==> src/rtl/pipe_control_unit_pkg.sv <==
// Shared decode constants for the ID-stage control unit: opcodes, funct codes,
// EXE function codes, branch kinds and FSM states.
package pipe_control_unit_pkg;
  localparam logic [5:0] OP_RTYPE = 6'b000000;
  localparam logic [5:0] OP_ADDI  = 6'b001000;
  localparam logic [5:0] OP_LW    = 6'b100011;
  localparam logic [5:0] OP_SW    = 6'b101011;
  localparam logic [5:0] OP_J     = 6'b000010;
  localparam logic [5:0] OP_BEQ   = 6'b000100;
  localparam logic [5:0] OP_BNE   = 6'b000101;

  localparam logic [5:0] FN_ADD = 6'b100000;
  localparam logic [5:0] FN_SUB = 6'b100010;
  localparam logic [5:0] FN_AND = 6'b100100;
  localparam logic [5:0] FN_OR  = 6'b100101;
  localparam logic [5:0] FN_SLT = 6'b101010;
  localparam logic [5:0] FN_MUL = 6'b011000;

  typedef enum logic [2:0] {
    EXE_ADD = 3'd0, EXE_SUB = 3'd1, EXE_AND = 3'd2,
    EXE_OR  = 3'd3, EXE_SLT = 3'd4, EXE_MUL = 3'd5
  } exe_func_e;

  typedef enum logic [1:0] {BR_NONE = 2'd0, BR_JMP = 2'd1, BR_BEQ = 2'd2, BR_BNE = 2'd3} br_e;

  typedef enum logic {ST_RUN = 1'b0, ST_MUL_WAIT = 1'b1} state_e;
endpackage

==> src/rtl/pipe_control_unit_if.sv <==
// IF/ID-side handshake and ID/EX control bundle of the ID-stage control unit.
interface pipe_control_unit_if #(
  parameter int WORD_LEN     = 32,
  parameter int REG_ADDR_LEN = 5,
  parameter int EXE_FUNC_W   = 3
);
  logic                    instr_valid;
  logic [WORD_LEN-1:0]     instruction;
  logic                    flush;
  logic                    instr_ready;
  logic                    ex_valid;
  logic                    ex_WB_en;
  logic                    ex_MEM_read;
  logic                    ex_MEM_write;
  logic [EXE_FUNC_W-1:0]   ex_EXE_function;
  logic [1:0]              ex_is_br;
  logic                    ex_use_imm;
  logic [REG_ADDR_LEN-1:0] ex_dest;
  logic                    ex_illegal;
  logic                    mul_busy;

  modport master (
    output instr_valid, instruction, flush,
    input  instr_ready, ex_valid, ex_WB_en, ex_MEM_read, ex_MEM_write, ex_EXE_function,
           ex_is_br, ex_use_imm, ex_dest, ex_illegal, mul_busy
  );
  modport slave (
    input  instr_valid, instruction, flush,
    output instr_ready, ex_valid, ex_WB_en, ex_MEM_read, ex_MEM_write, ex_EXE_function,
           ex_is_br, ex_use_imm, ex_dest, ex_illegal, mul_busy
  );
endinterface

==> src/rtl/pipe_control_unit_control_decode.sv <==
// Pure combinational decode table: instruction -> control bundle, rt-read flag,
// MUL flag and illegal flag. Illegal encodings leave every other control at 0.
module control_decode
  import pipe_control_unit_pkg::*;
#(
  parameter int WORD_LEN     = 32,
  parameter int REG_ADDR_LEN = 5,
  parameter int EXE_FUNC_W   = 3,
  parameter bit EN_MUL       = 1'b1
) (
  input  logic [WORD_LEN-1:0]     instruction,
  output logic                    wb_en,
  output logic                    mem_read,
  output logic                    mem_write,
  output logic [EXE_FUNC_W-1:0]   exe_func,
  output logic [1:0]              is_br,
  output logic                    use_imm,
  output logic [REG_ADDR_LEN-1:0] dest,
  output logic                    reads_rt,
  output logic                    is_mul,
  output logic                    illegal
);
  logic [5:0] op, funct;
  logic [4:0] rt, rd;
  logic       wb_raw, ok;
  exe_func_e  func;
  br_e        br;
  logic       unused_bits;

  assign op          = instruction[31:26];
  assign rt          = instruction[20:16];
  assign rd          = instruction[15:11];
  assign funct       = instruction[5:0];
  assign unused_bits = ^instruction[10:6];

  always_comb begin
    wb_raw = 1'b0; mem_read = 1'b0; mem_write = 1'b0; func = EXE_ADD; br = BR_NONE;
    use_imm = 1'b0; dest = '0; reads_rt = 1'b0; is_mul = 1'b0; illegal = 1'b0; ok = 1'b0;
    case (op)
      OP_RTYPE: begin
        reads_rt = 1'b1;
        case (funct)
          FN_ADD: begin func = EXE_ADD; ok = 1'b1; end
          FN_SUB: begin func = EXE_SUB; ok = 1'b1; end
          FN_AND: begin func = EXE_AND; ok = 1'b1; end
          FN_OR:  begin func = EXE_OR;  ok = 1'b1; end
          FN_SLT: begin func = EXE_SLT; ok = 1'b1; end
          FN_MUL: if (EN_MUL) begin func = EXE_MUL; ok = 1'b1; is_mul = 1'b1; end
          default: ;
        endcase
        if (ok) begin wb_raw = 1'b1; dest = REG_ADDR_LEN'(rd); end
        else    illegal = 1'b1;
      end
      OP_ADDI: begin wb_raw = 1'b1; use_imm = 1'b1; dest = REG_ADDR_LEN'(rt); end
      OP_LW:   begin wb_raw = 1'b1; mem_read = 1'b1; use_imm = 1'b1; dest = REG_ADDR_LEN'(rt); end
      OP_SW:   begin mem_write = 1'b1; use_imm = 1'b1; reads_rt = 1'b1; end
      OP_J:    br = BR_JMP;
      OP_BEQ:  begin br = BR_BEQ; func = EXE_SUB; reads_rt = 1'b1; end
      OP_BNE:  begin br = BR_BNE; func = EXE_SUB; reads_rt = 1'b1; end
      default: illegal = 1'b1;
    endcase
  end

  // r0 is hardwired: never request a write to it
  assign wb_en    = wb_raw & (|dest);
  assign exe_func = EXE_FUNC_W'(func);
  assign is_br    = br;
endmodule

==> src/rtl/pipe_control_unit.sv <==
// ID-stage control: load-use hazard check, MULT sequencing FSM and the ID/EX
// control register. Flush overrides everything and always inserts a bubble.
module pipe_control_unit
  import pipe_control_unit_pkg::*;
#(
  parameter int WORD_LEN     = 32,
  parameter int REG_ADDR_LEN = 5,
  parameter int EXE_FUNC_W   = 3,
  parameter bit EN_MUL       = 1'b1,
  parameter int MUL_LATENCY  = 4
) (
  input logic               clk,
  input logic               rst_n,
  pipe_control_unit_if.slave bus
);
  localparam int CNT_W    = $clog2(MUL_LATENCY + 1);
  localparam int CNT_INIT = (MUL_LATENCY > 1) ? MUL_LATENCY - 2 : 0;

  typedef struct packed {
    logic                    valid;
    logic                    wb_en;
    logic                    mem_read;
    logic                    mem_write;
    logic [EXE_FUNC_W-1:0]   func;
    logic [1:0]              is_br;
    logic                    use_imm;
    logic [REG_ADDR_LEN-1:0] dest;
    logic                    illegal;
  } ex_t;

  ex_t                     ex_q, ex_d;
  state_e                  state_q, state_d;
  logic [CNT_W-1:0]        cnt_q, cnt_d;
  logic                    d_wb, d_mr, d_mw, d_use_imm, d_reads_rt, d_is_mul, d_illegal;
  logic [EXE_FUNC_W-1:0]   d_func;
  logic [1:0]              d_br;
  logic [REG_ADDR_LEN-1:0] d_dest, rs, rt;
  logic                    hazard, ready, accept;

  control_decode #(
    .WORD_LEN(WORD_LEN), .REG_ADDR_LEN(REG_ADDR_LEN), .EXE_FUNC_W(EXE_FUNC_W), .EN_MUL(EN_MUL)
  ) u_decode (
    .instruction(bus.instruction), .wb_en(d_wb), .mem_read(d_mr), .mem_write(d_mw),
    .exe_func(d_func), .is_br(d_br), .use_imm(d_use_imm), .dest(d_dest),
    .reads_rt(d_reads_rt), .is_mul(d_is_mul), .illegal(d_illegal)
  );

  assign rs = REG_ADDR_LEN'(bus.instruction[25:21]);
  assign rt = REG_ADDR_LEN'(bus.instruction[20:16]);

  // A load in EXE cannot forward to ID in time; hold ID for one bubble
  assign hazard = ex_q.valid & ex_q.mem_read & (|ex_q.dest) &
                  ((ex_q.dest == rs) | (d_reads_rt & (ex_q.dest == rt)));
  assign ready  = (state_q == ST_RUN) & ~hazard;
  assign accept = bus.instr_valid & ready & ~bus.flush;

  always_ff @(posedge clk or negedge rst_n) begin
    if (!rst_n) begin
      state_q <= ST_RUN;
      cnt_q   <= '0;
    end else begin
      state_q <= state_d;
      cnt_q   <= cnt_d;
    end
  end

  always_comb begin
    state_d = state_q;
    cnt_d   = cnt_q;
    if (bus.flush) begin
      state_d = ST_RUN;
      cnt_d   = '0;
    end else begin
      case (state_q)
        ST_RUN:
          if (accept && d_is_mul && (MUL_LATENCY > 1)) begin
            state_d = ST_MUL_WAIT;
            cnt_d   = CNT_W'(CNT_INIT);
          end
        ST_MUL_WAIT:
          if (cnt_q == '0) state_d = ST_RUN;
          else             cnt_d   = cnt_q - CNT_W'(1);
        default: state_d = ST_RUN;
      endcase
    end
  end

  always_comb begin
    bus.instr_ready = ready;
    bus.mul_busy    = (state_q == ST_MUL_WAIT);
  end

  always_comb begin
    ex_d = '0;
    if (accept) begin
      ex_d.valid     = 1'b1;
      ex_d.wb_en     = d_wb;
      ex_d.mem_read  = d_mr;
      ex_d.mem_write = d_mw;
      ex_d.func      = d_func;
      ex_d.is_br     = d_br;
      ex_d.use_imm   = d_use_imm;
      ex_d.dest      = d_dest;
      ex_d.illegal   = d_illegal;
    end
  end

  always_ff @(posedge clk or negedge rst_n) begin
    if (!rst_n) ex_q <= '0;
    else        ex_q <= ex_d;
  end

  assign bus.ex_valid        = ex_q.valid;
  assign bus.ex_WB_en        = ex_q.wb_en;
  assign bus.ex_MEM_read     = ex_q.mem_read;
  assign bus.ex_MEM_write    = ex_q.mem_write;
  assign bus.ex_EXE_function = ex_q.func;
  assign bus.ex_is_br        = ex_q.is_br;
  assign bus.ex_use_imm      = ex_q.use_imm;
  assign bus.ex_dest         = ex_q.dest;
  assign bus.ex_illegal      = ex_q.illegal;
endmodule

==> src/flat_wrapper.sv <==
// flat-port wrapper written by rule: the top's interface ports become plain ports
module pipe_control_unit_flat import pipe_control_unit_pkg::*;
#(
  parameter int WORD_LEN     = 32,
  parameter int REG_ADDR_LEN = 5,
  parameter int EXE_FUNC_W   = 3,
  parameter bit EN_MUL       = 1'b1,
  parameter int MUL_LATENCY  = 4
)
  (clk, rst_n, bus_instr_valid, bus_instruction, bus_flush, bus_instr_ready, bus_ex_valid, bus_ex_WB_en, bus_ex_MEM_read, bus_ex_MEM_write, bus_ex_EXE_function, bus_ex_is_br, bus_ex_use_imm, bus_ex_dest, bus_ex_illegal, bus_mul_busy);
  pipe_control_unit_if #(.WORD_LEN(WORD_LEN), .REG_ADDR_LEN(REG_ADDR_LEN), .EXE_FUNC_W(EXE_FUNC_W)) bus_i ();
  input logic clk;
  input logic rst_n;
  input wire logic [$bits(bus_i.instr_valid)-1:0] bus_instr_valid;
  input wire logic [$bits(bus_i.instruction)-1:0] bus_instruction;
  input wire logic [$bits(bus_i.flush)-1:0] bus_flush;
  output wire logic [$bits(bus_i.instr_ready)-1:0] bus_instr_ready;
  output wire logic [$bits(bus_i.ex_valid)-1:0] bus_ex_valid;
  output wire logic [$bits(bus_i.ex_WB_en)-1:0] bus_ex_WB_en;
  output wire logic [$bits(bus_i.ex_MEM_read)-1:0] bus_ex_MEM_read;
  output wire logic [$bits(bus_i.ex_MEM_write)-1:0] bus_ex_MEM_write;
  output wire logic [$bits(bus_i.ex_EXE_function)-1:0] bus_ex_EXE_function;
  output wire logic [$bits(bus_i.ex_is_br)-1:0] bus_ex_is_br;
  output wire logic [$bits(bus_i.ex_use_imm)-1:0] bus_ex_use_imm;
  output wire logic [$bits(bus_i.ex_dest)-1:0] bus_ex_dest;
  output wire logic [$bits(bus_i.ex_illegal)-1:0] bus_ex_illegal;
  output wire logic [$bits(bus_i.mul_busy)-1:0] bus_mul_busy;
  assign bus_i.instr_valid = bus_instr_valid;
  assign bus_i.instruction = bus_instruction;
  assign bus_i.flush = bus_flush;
  assign bus_instr_ready = bus_i.instr_ready;
  assign bus_ex_valid = bus_i.ex_valid;
  assign bus_ex_WB_en = bus_i.ex_WB_en;
  assign bus_ex_MEM_read = bus_i.ex_MEM_read;
  assign bus_ex_MEM_write = bus_i.ex_MEM_write;
  assign bus_ex_EXE_function = bus_i.ex_EXE_function;
  assign bus_ex_is_br = bus_i.ex_is_br;
  assign bus_ex_use_imm = bus_i.ex_use_imm;
  assign bus_ex_dest = bus_i.ex_dest;
  assign bus_ex_illegal = bus_i.ex_illegal;
  assign bus_mul_busy = bus_i.mul_busy;
  pipe_control_unit #(.WORD_LEN(WORD_LEN), .REG_ADDR_LEN(REG_ADDR_LEN), .EXE_FUNC_W(EXE_FUNC_W), .EN_MUL(EN_MUL), .MUL_LATENCY(MUL_LATENCY)) u_core (.clk(clk), .rst_n(rst_n), .bus(bus_i));
endmodule
==> config.mk <==
export PLATFORM = sky130hd
export DESIGN_NAME = pipe_control_unit_flat
export DESIGN_NICKNAME = d
export VERILOG_FILES = /design/src/rtl/pipe_control_unit_pkg.sv /design/src/rtl/pipe_control_unit_if.sv /design/src/rtl/pipe_control_unit_control_decode.sv /design/src/rtl/pipe_control_unit.sv /design/src/flat_wrapper.sv
export SDC_FILE = /design/constraint.sdc
export NUM_CORES = 1
export LEC_CHECK = 0
export CORE_UTILIZATION = 40
export CTS_CLUSTER_SIZE = 14
export DETAILED_ROUTE_END_ITERATION = 16
export PLACE_DENSITY = 0.76
export SYNTH_ARGS = -nofsm -noshare
export SYNTH_HDL_FRONTEND = slang
export SYNTH_HIERARCHICAL = 1
export SYNTH_SLANG_ARGS = --single-unit
==> constraint.sdc <==
create_clock -name clk -period 2.67 [get_ports clk]
set_input_delay 0.4005 -clock clk [delete_from_list [all_inputs] [get_ports clk]]
set_output_delay 0.4005 -clock clk [all_outputs]
set_load 0.02 [all_outputs]
==> flow_summary.json <==
{
  "htreeDepth": 1,
  "regArea_um2": 500.5,
  "fin_crit_ns": 2.552,
  "insertion_delay_ns": 0.31,
  "dp_hpwl_um": 2760,
  "rsz0062_at_grt": "no",
  "rows": 20,
  "drc": 0,
  "grt_first_pass_wirelength_um": 5423,
  "reg2reg_from": "u_core/cnt_q[0]",
  "multiInputGateArea_um2": 738.2,
  "place_inst": 244,
  "start_kind": "input pin",
  "syn_area_um2": 1276,
  "final_common_cell": "clkdlybuf4s50_1",
  "cts.path.max_buffers": 2,
  "design.die.area_um2": 3421,
  "synth_cell_types": 41,
  "pre_cts_ws_ns": -0.1385,
  "fin_nets": 243,
  "cap_violations": 0,
  "clk_pin_slew_worst_paths_ns": 0.13,
  "r2r-end": "u_core/cnt_q[1]",
  "grt_antenna_before_repair": 0,
  "wire_per_inst_um": 13.72,
  "yosysWarnings": 6,
  "post_drt_via_cell_ratio": 5.093,
  "slew_violations": 0,
  "critPathMaxFanout": 3,
  "hp-class": "input pin to async pin",
  "synthToLayoutAreaGrowth_pct": 56.08,
  "ys_ff_latch": 20,
  "dr.pass1.iters": 4,
  "skew_ns": 0.002270,
  "avgSynthCellArea_um2": 9.384,
  "finalHoldViolations": 0,
  "hold_buffers": 0,
  "grt_max_degree": 21,
  "max_slew_margin": 0.6413,
  "cts_tree": "done",
  "critPathCaptureType": "output port",
  "cp.arrival_ns": 2.15,
  "die_h_um": 58.49,
  "final_cell_mix": "clkdlybuf4s50_1 (47), dfrtp_1 (20), buf_4 (19)",
  "fin_tns_setup_ns": 0,
  "ys_seq_area_frac": 0.3922,
  "num_io_pins": 54,
  "grt_overflow": 0,
  "coreArea_um2": 3028,
  "reg2reg_slack_ns": 0.65,
  "vias": 1263,
  "synthCells": 136,
  "cp_data_required_time_ns": 2.27,
  "die_x_um": 58.49,
  "p_leak_nw": 0.9082,
  "worstSetupPathType": "input pin to output port",
  "fin_crit_sh": 0.9556,
  "clock_sinks": 20,
  "endpoint": "bus_instr_ready",
  "status": "finished, final reports clean",
  "layout-drive-gt1-share": 0.1618,
  "grt_pass1_vias": 1259,
  "drtIter0Drc": 44,
  "setup_viol": 0,
  "r2r_cells": 6,
  "grt_usage": 0.2105,
  "fmax_mhz": 391.9,
  "instances_no_fill": 248,
  "syn_nets": 174,
  "start_util": 0.4215,
  "drtAntennaViolNets": 0,
  "wl_um": 3402,
  "antenna_cells": 0,
  "postLayoutSetupSlackWorst_ns": 0.1185,
  "crit_start": "bus_instruction[27]",
  "clockRootBuffer": "clkbuf_4",
  "tightest_slew_ns": 0.5368,
  "portBuffers": 48,
  "cts_buffers": 3,
  "gp_congestion": 0.8650,
  "power_density_nw_per_um2": 358.0,
  "ir_drop_mv": 0.1627,
  "n_fill_cell": 244,
  "power_mw": 0.7130
}
through the flow:
| stage | instance area, um^2 | util | hold WS, ns |
|---|---|---|---|
| CTS | 1991 | 0.6574 | 0.4096 |
| floorplan | 1276 | - | 0.1049 |
| detailed placement | 1939 | 0.6405 | 0.5002 |
| global route | 1992 | 0.6579 | 0.4111 |
| finish | 1992 | 0.6579 | 0.4035 |
| global placement | 1939 | 0.6405 | 0.4960 |
final cells by class:
cell class / count / area share
tap: 44 / 0.02764
sequential: 20 / 0.2513
timing repair buffer: 67 / 0.3128
clock buffer: 3 / 0.01131
clock inverter: 1 / 0.01508
inverter: 6 / 0.01131
multi-input combinational: 107 / 0.3706
timing repair:
action                                  in CTS  in global routing
gates resized for setup                      1                  1
pin swaps                                    0                  1
endpoints found under the setup margin       1                  1
buffers inserted                             0                  0
metal layers:
metal / global-route usage / share of wire / vias to the layer above / wire length (um)
li1: - / - / 626 / -
met1: 0.2385 / 0.39 / 598 / 1334
met4: 0.09184 / 0.016 / 0 / 56
met3: 0.03077 / 0.031 / 6 / 106
met5: 0 / 0 / - / 0
met2: 0.3908 / 0.56 / 33 / 1905
registers in the layout, summed over array words and instances, names as in the netlist:
| signal | flops |
|---|---|
| u_core/cnt_q | 3 |
| u_core/bus.ex_is_br | 2 |
| u_core/bus.ex_valid | 1 |
| u_core/bus.ex_MEM_write | 1 |
| u_core/bus.mul_busy | 1 |
| u_core/bus.ex_EXE_function | 3 |
| u_core/bus.ex_MEM_read | 1 |
| u_core/bus.ex_dest | 5 |
| u_core/bus.ex_illegal | 1 |
| u_core/bus.ex_use_imm | 1 |
| u_core/bus.ex_WB_en | 1 |
worst max-delay path, stage by stage:
cell	delay, ns
clkdlybuf4s50_1	0.41
or3_4	0.41
nor2_1	0.10
o21ai_0	0.13
nand2_1	0.11
a32oi_1	0.11
nor2_1	0.15
nor2_1	0.05
clkdlybuf4s15_1	0.28
how the worst min path moves through the flow:
stage / end / slack [ns] / startpoint / cells after the start
floorplan: u_core/bus.ex_EXE_function[0] / 0.10 / rst_n / 0
global placement: u_core/cnt_q[0] / 0.50 / u_core/cnt_q[0] / 1
detailed placement: u_core/cnt_q[1] / 0.50 / u_core/cnt_q[1] / 1
CTS: u_core/bus.ex_EXE_function[1] / 0.41 / rst_n / 2
global route: u_core/bus.mul_busy / 0.41 / rst_n / 2
finish: u_core/bus.ex_EXE_function[0] / 0.40 / rst_n / 2
logic make-up (layout without fill, tap and decap cells):
kind of cell / after synthesis / in the layout / synth area share
simple gates: 65 / 65 / 0.2892
compound gates: 28 / 28 / 0.1814
flops: 20 / 20 / 0.3922
xor+xnor: 10 / 10 / 0.06863
buf+inv: 9 / 77 / 0.02941
fa+ha+maj: 2 / 2 / 0.01960
mux: 2 / 2 / 0.01960
report_power, final:
group,internal (mW),total (mW),switching [mW]
Combinational,0.0830,0.147,0.0636
Sequential,0.307,0.309,0.00232
Clock,0.152,0.257,0.106
Total,0.542,0.713,0.171
synth_stat cells:
cell type / n / area (um^2)
buf_4: 1 / 7.510
o211ai_2: 1 / 12.51
or4_1: 1 / 7.510
a22o_1: 6 / 52.55
o211a_1: 1 / 10.01
nand2b_1: 4 / 25.02
a21o_2: 1 / 8.760
a311oi_4: 1 / 26.28
ha_1: 2 / 25.02
nor3b_1: 2 / 15.01
o2bb2ai_1: 1 / 8.760
dfrtp_1: 20 / 500.5
a21o_1: 2 / 15.01
or2b_2: 1 / 8.760
xnor2_1: 1 / 8.760
inv_1: 6 / 22.52
a221o_2: 1 / 11.26
a21oi_2: 1 / 8.760
o21ai_0: 3 / 15.01
nor2b_1: 1 / 6.260
nor3_1: 10 / 50.05
clkbuf_1: 2 / 7.510
and3_1: 1 / 6.260
and3_2: 1 / 7.510
and2_1: 15 / 93.84
or4_4: 1 / 11.26
nor2_1: 12 / 45.04
a31oi_1: 1 / 6.260
or3_4: 1 / 11.26
mux2i_1: 1 / 10.01
xor2_1: 9 / 78.83
a32oi_1: 1 / 8.760
or4b_1: 1 / 10.01
nand3_1: 3 / 15.01
nand2_1: 6 / 22.52
a311o_1: 1 / 10.01
mux2_4: 1 / 15.01
nor4_1: 4 / 25.02
a21boi_0: 1 / 7.510
a21oi_1: 6 / 30.03
nand4b_1: 1 / 8.760
(Power assumes the default switching activity.)
